`src/rtl/ghr_checkpoint_ctrl.sv`:
```
// Speculative/architectural global-history controller for a gshare front end.
// Pre-branch history is checkpointed per predicted branch and restored on mispredict.
module ghr_checkpoint_ctrl #(
  parameter int G_WIDTH = 7,
  parameter int DEPTH   = 8,
  parameter int TAG_W   = 3
) (
  input  logic               clk,
  input  logic               reset,
  input  logic               predValid,
  input  logic               predTaken,
  input  logic [G_WIDTH:0]   PC,
  output logic [G_WIDTH:0]   index,
  output logic               allocReady,
  output logic [TAG_W-1:0]   allocTag,
  input  logic               resValid,
  input  logic [TAG_W-1:0]   resTag,
  input  logic               resTaken,
  input  logic               resMispredict,
  input  logic               commitValid,
  output logic [G_WIDTH:0]   specHistory,
  output logic [G_WIDTH:0]   archHistory,
  output logic [TAG_W:0]     count
);

  localparam logic [TAG_W:0] L_FULL = (TAG_W+1)'(DEPTH);

  logic [G_WIDTH:0]              r_spec;
  logic [G_WIDTH:0]              r_arch;
  logic [TAG_W-1:0]              r_head;
  logic [TAG_W-1:0]              r_tail;
  logic [TAG_W:0]                r_count;
  logic [DEPTH-1:0][G_WIDTH:0]   r_saved;
  logic [DEPTH-1:0]              r_outc;

  logic             w_mis;
  logic             w_alloc;
  logic             w_commit;
  logic             w_cout;
  logic [TAG_W-1:0] w_dist;
  logic [TAG_W:0]   w_cnt_nxt;

  assign w_mis      = resValid && resMispredict;
  assign allocReady = (r_count != L_FULL) && !w_mis;
  assign allocTag   = r_tail;
  assign w_alloc    = predValid && allocReady;
  assign w_commit   = commitValid && (r_count != '0);
  // A branch resolving as mispredicted while it retires must retire the corrected outcome.
  assign w_cout     = (w_mis && (resTag == r_head)) ? resTaken : r_outc[r_head];
  assign w_dist     = resTag - r_head;

  always_comb begin
    w_cnt_nxt = r_count;
    if (w_mis)
      w_cnt_nxt = {1'b0, w_dist} + (TAG_W+1)'(1) - {{TAG_W{1'b0}}, w_commit};
    else
      w_cnt_nxt = r_count + {{TAG_W{1'b0}}, w_alloc} - {{TAG_W{1'b0}}, w_commit};
  end

  always_ff @(negedge clk or posedge reset) begin
    if (reset) begin
      r_spec  <= '0;
      r_arch  <= '0;
      r_head  <= '0;
      r_tail  <= '0;
      r_count <= '0;
      r_saved <= '0;
      r_outc  <= '0;
    end else begin
      r_count <= w_cnt_nxt;
      if (w_mis) begin
        r_spec         <= {r_saved[resTag][G_WIDTH-1:0], resTaken};
        r_outc[resTag] <= resTaken;
        r_tail         <= resTag + 1'b1;
      end else if (w_alloc) begin
        r_saved[r_tail] <= r_spec;
        r_outc[r_tail]  <= predTaken;
        r_spec          <= {r_spec[G_WIDTH-1:0], predTaken};
        r_tail          <= r_tail + 1'b1;
      end
      if (w_commit) begin
        r_arch <= {r_arch[G_WIDTH-1:0], w_cout};
        r_head <= r_head + 1'b1;
      end
    end
  end

  assign specHistory = r_spec;
  assign archHistory = r_arch;
  assign count       = r_count;
  assign index       = r_spec ^ PC;

endmodule
```
`config.mk`:
```
export PLATFORM = sky130hd
export DESIGN_NAME = ghr_checkpoint_ctrl
export DESIGN_NICKNAME = d
export VERILOG_FILES = /design/src/rtl/ghr_checkpoint_ctrl.sv
export SDC_FILE = /design/constraint.sdc
export NUM_CORES = 1
export LEC_CHECK = 0
export ABC_CLOCK_PERIOD_IN_PS = 5000
export CORE_MARGIN = 4
export CORE_UTILIZATION = 57
export DETAILED_ROUTE_END_ITERATION = 10
export PLACE_DENSITY = 0.8
export SETUP_SLACK_MARGIN = 0.2
export SKIP_CTS_REPAIR_TIMING = 1
export SYNTH_ARGS = -nofsm -noshare
export SYNTH_HDL_FRONTEND = slang
export SYNTH_SLANG_ARGS = --single-unit
```
`constraint.sdc`:
```
create_clock -name clk -period 5 [get_ports clk]
set_input_delay 0.5 -clock clk [delete_from_list [all_inputs] [get_ports clk]]
set_output_delay 0.5 -clock clk [all_outputs]
set_load 0.005 [all_outputs]
```
# Word-level counts from Yosys, hierarchy flattened

Index checks and enable logic that the tools add are counted.

Flip-flop bits (word level): 98
Latch bits: 0
Memory bits (writable): 0
Memory bits (read-only): 0
Output and inout bits: 32
Memories kept: 0

Add/sub/neg operators: 8
$mul: 0
Div/mod/pow operators: 0
Magnitude comparators: 5
Equal/unequal tests: 2
Shift operators: 0
Multiplexer cells: 21
Bitwise gates (word level): 2
Reductions and logical operators: 11

Operator list:

| cell                                                 | number |
|---|---|
| bitwise mux 64 bit                                   | 1 |
| 2-to-1 mux 8 bit                                     | 5 |
| binary-select mux 8 bit (select 3 bit)               | 1 |
| demux 8 bit (select 3 bit)                           | 1 |
| bitwise mux 8 bit                                    | 2 |
| < comparator 3 x 4 -> 1 bit (second input constant)  | 3 |
| adder 3 x 1 -> 3 bit (second input constant)         | 3 |
| subtractor 4 x 1 -> 4 bit                            | 2 |
| bitwise XOR 8 bit                                    | 1 |
| logical AND 1 bit                                    | 7 |
| 2-to-1 mux 7 bit                                     | 1 |
| demux 1 bit (select 3 bit)                           | 2 |
| >= comparator 3 x 1 -> 1 bit (second input constant) | 2 |
| 2-to-1 mux 3 bit                                     | 2 |
| adder 3 x 1 -> 4 bit (second input constant)         | 1 |
| adder 4 x 1 -> 4 bit                                 | 1 |
| 2-to-1 mux 1 bit                                     | 4 |
| 2-to-1 mux 4 bit                                     | 1 |
| != test 4 bit (second input constant)                | 1 |
| nonzero test 4 bit                                   | 1 |
| binary-select mux 1 bit (select 3 bit)               | 1 |
| == test 3 bit                                        | 1 |
| subtractor 3 bit                                     | 1 |
| AND reduction 2 bit                                  | 1 |
| 3 further kinds                                      | 3 |

# Depth between registers and ports, before layout

Depth in word-level cells: 7
Gate-level depth with buffers: 12

==> out/metrics.csv <==
metric;value;unit
seqCellArea;2250;um^2
cp.required;4500;ps
final_cell_mix;dfrtn_1 (90), mux2_2 (59), clkdlybuf4s50_1 (49);
place.gp.congestion;0.888;
synth_top_flop_cell;dfrtn_1;
r2r_end;count[2];
min_from;archHistory[7];
end_kind;output port;
ios;51;
die-area;9960;um^2
p_per_area;554;nW/um^2
clk_latency;350;ps
async_flop_share;100;%
via_per_inst;5.95;
vias;3493;
postRouteAntennaNets;0;
io_buffer_count;50;
grt_pass1_wl;18900;um
setup-violations-final;0;
ys_types;53;
arrival;4220;ps
multi_input_area;2360;um^2
drive_gt1_share;28.4;%
grt_max_degree;37;
cts.sinks;90;
synth_enable_flop_cells;0;
design_power_total;3.27;mW
cellLeakagePower;2.60;nW
synth_nets;438;
final_common_cell;dfrtn_1;
hp-class;reg2reg;
syn2layout_area_growth;22.7;%
die_w;99.8;um
worst_slew_pin_slew;626;ps
min_to;archHistory[7];
routed_wl;11500;um
gr-total-overflow;0;
antenna_found_initial;0;
die_y;99.8;um
yosys_warnings;0;
status;finished clean;
cts_buffer_depth;2;
worstSetupStartpointType;register;
place_ws;-50.1;ps
critical_path_class;reg2out;
clock_skew;8.56;ps
route.detailed.drc;0;
synth_top_area_cell;dfrtn_1;
ys_seq_area_share;46.9;%
synth_top_area_share;46.9;%
r2r_slack;2360;ps
min_path_cells;2;
start_util;58.5;%
nFillCells;587;
firstDrtPassIters;4;
drv_cap;0;
final_max_slew_viol_count;0;
antenna_cells;0;
syn-cell-area;4810;um^2
drt_iter0_markers;212;
reg2reg_from;count[2];
path_clk_slew;60;ps
ys_ff_latch;90;
finalHoldViolations;0;
synth.area.top_cells;dfrtn_1 (47%), mux2_2 (14%), mux2i_1 (4.6%);
r2r_cells;11;
root_buffer;clkbuf_8;
slew_headroom;58.2;%
cts_inserted_buffers;9;
hpwl;7980;um
grt_pass1_vias;3644;
rsz0062_at_grt;no;
syn_inst;404;
fin_nets;512;
tritoncts;yes;
drt-wirelength-per-cell;19.5;um
grt_use_total;24.6;%
cts_max_level;3;
row_count;33;
fin_ws;281;ps
syn_avg_cell_area;11.9;um^2
coreArea;8220;um^2
vdd_drop_max;0.327;mV
critical_path.max_fanout;12;
Yosys cell counts (all sizes together) (8+ instances only):
cell type	count
nand2	45
mux2i	22
xor2	13
nand3	11
nor4	8
ha	13
inv	14
dfrtn	90
clkbuf	18
mux2	59
a211oi	9
a21oi	13
buf	10
nor2	11
worst max-delay path, stage by stage (launching register included):
cell and delay [ps]:
dfrtn_1 660, xor2_1 190, clkdlybuf4s50_1 520
state kept, by name, summed over array words and instances, names as in the netlist:
name / flops
r_saved: 56
count: 4
r_outc: 8
r_head: 3
archHistory: 8
allocTag: 3
specHistory: 8
per-layer routing:
| layer | global-route usage [%] | vias to the layer above | wire [um] |
|---|---|---|---|
| li1 | - | 1587 | - |
| met1 | 34.0 | 1769 | 4860 |
| met2 | 38.5 | 120 | 5640 |
| met3 | 5.56 | 17 | 747 |
| met4 | 8.93 | 0 | 216 |
| met5 | 0 | - | 0 |
cell families (layout without fill, tap and decap cells):
family | count (synthesis) | after routing | share of synthesized area, %
simple gates | 103 | 103 | 13.1
compound gates | 49 | 49 | 6.93
flops | 90 | 90 | 46.9
buf+inv | 42 | 120 | 4.06
mux | 88 | 88 | 21.7
xor+xnor | 17 | 17 | 3.10
fa+ha+maj | 15 | 15 | 4.22
report_power, final:
part | internal, mW | leakage (nW) | switching (mW) | total (mW)
clock network | 0.294 | 0.106 | 0.260 | 0.554
logic | 0.786 | 1.40 | 0.534 | 1.32
registers | 1.11 | 1.09 | 0.286 | 1.39
total | 2.19 | 2.60 | 1.08 | 3.27
final cells by class:
cell class	instances	area share [%]
multi-input combinational	272	40.1
tap	105	2.23
inverter	14	0.955
clock inverter	4	1.29
sequential	90	38.2
clock buffer	11	2.40
timing repair buffer	91	14.8
through the flow:
step / hold slack [ps] / utilization (%) / cells / cell area [um^2] / setup TNS, ps
floorplan: 430 / - / 404 / 4830 / 0
global placement: 421 / 68.2 / 563 / 5610 / -3.09
detailed placement: 431 / 68.2 / 563 / 5610 / -50.1
CTS: 433 / 70.9 / 578 / 5820 / 0
global route: 458 / 71.7 / 587 / 5890 / 0
finish: 428 / 71.7 / 587 / 5890 / 0
how the worst max path moves through the flow:
| stage | from | slack [ps] | to |
|---|---|---|---|
| 4_1_cts | count[2] | 100 | allocReady |
| 3_5_place_dp | resValid | -50 | count[2] |
| 5_1_grt | specHistory[0] | 210 | index[0] |
| 3_3_place_gp | resTag[0] | -3 | count[2] |
| 2_1_floorplan | resTag[0] | 200 | count[2] |
| 6_report | specHistory[0] | 280 | index[0] |
Power figures use the tool's default switching activity.
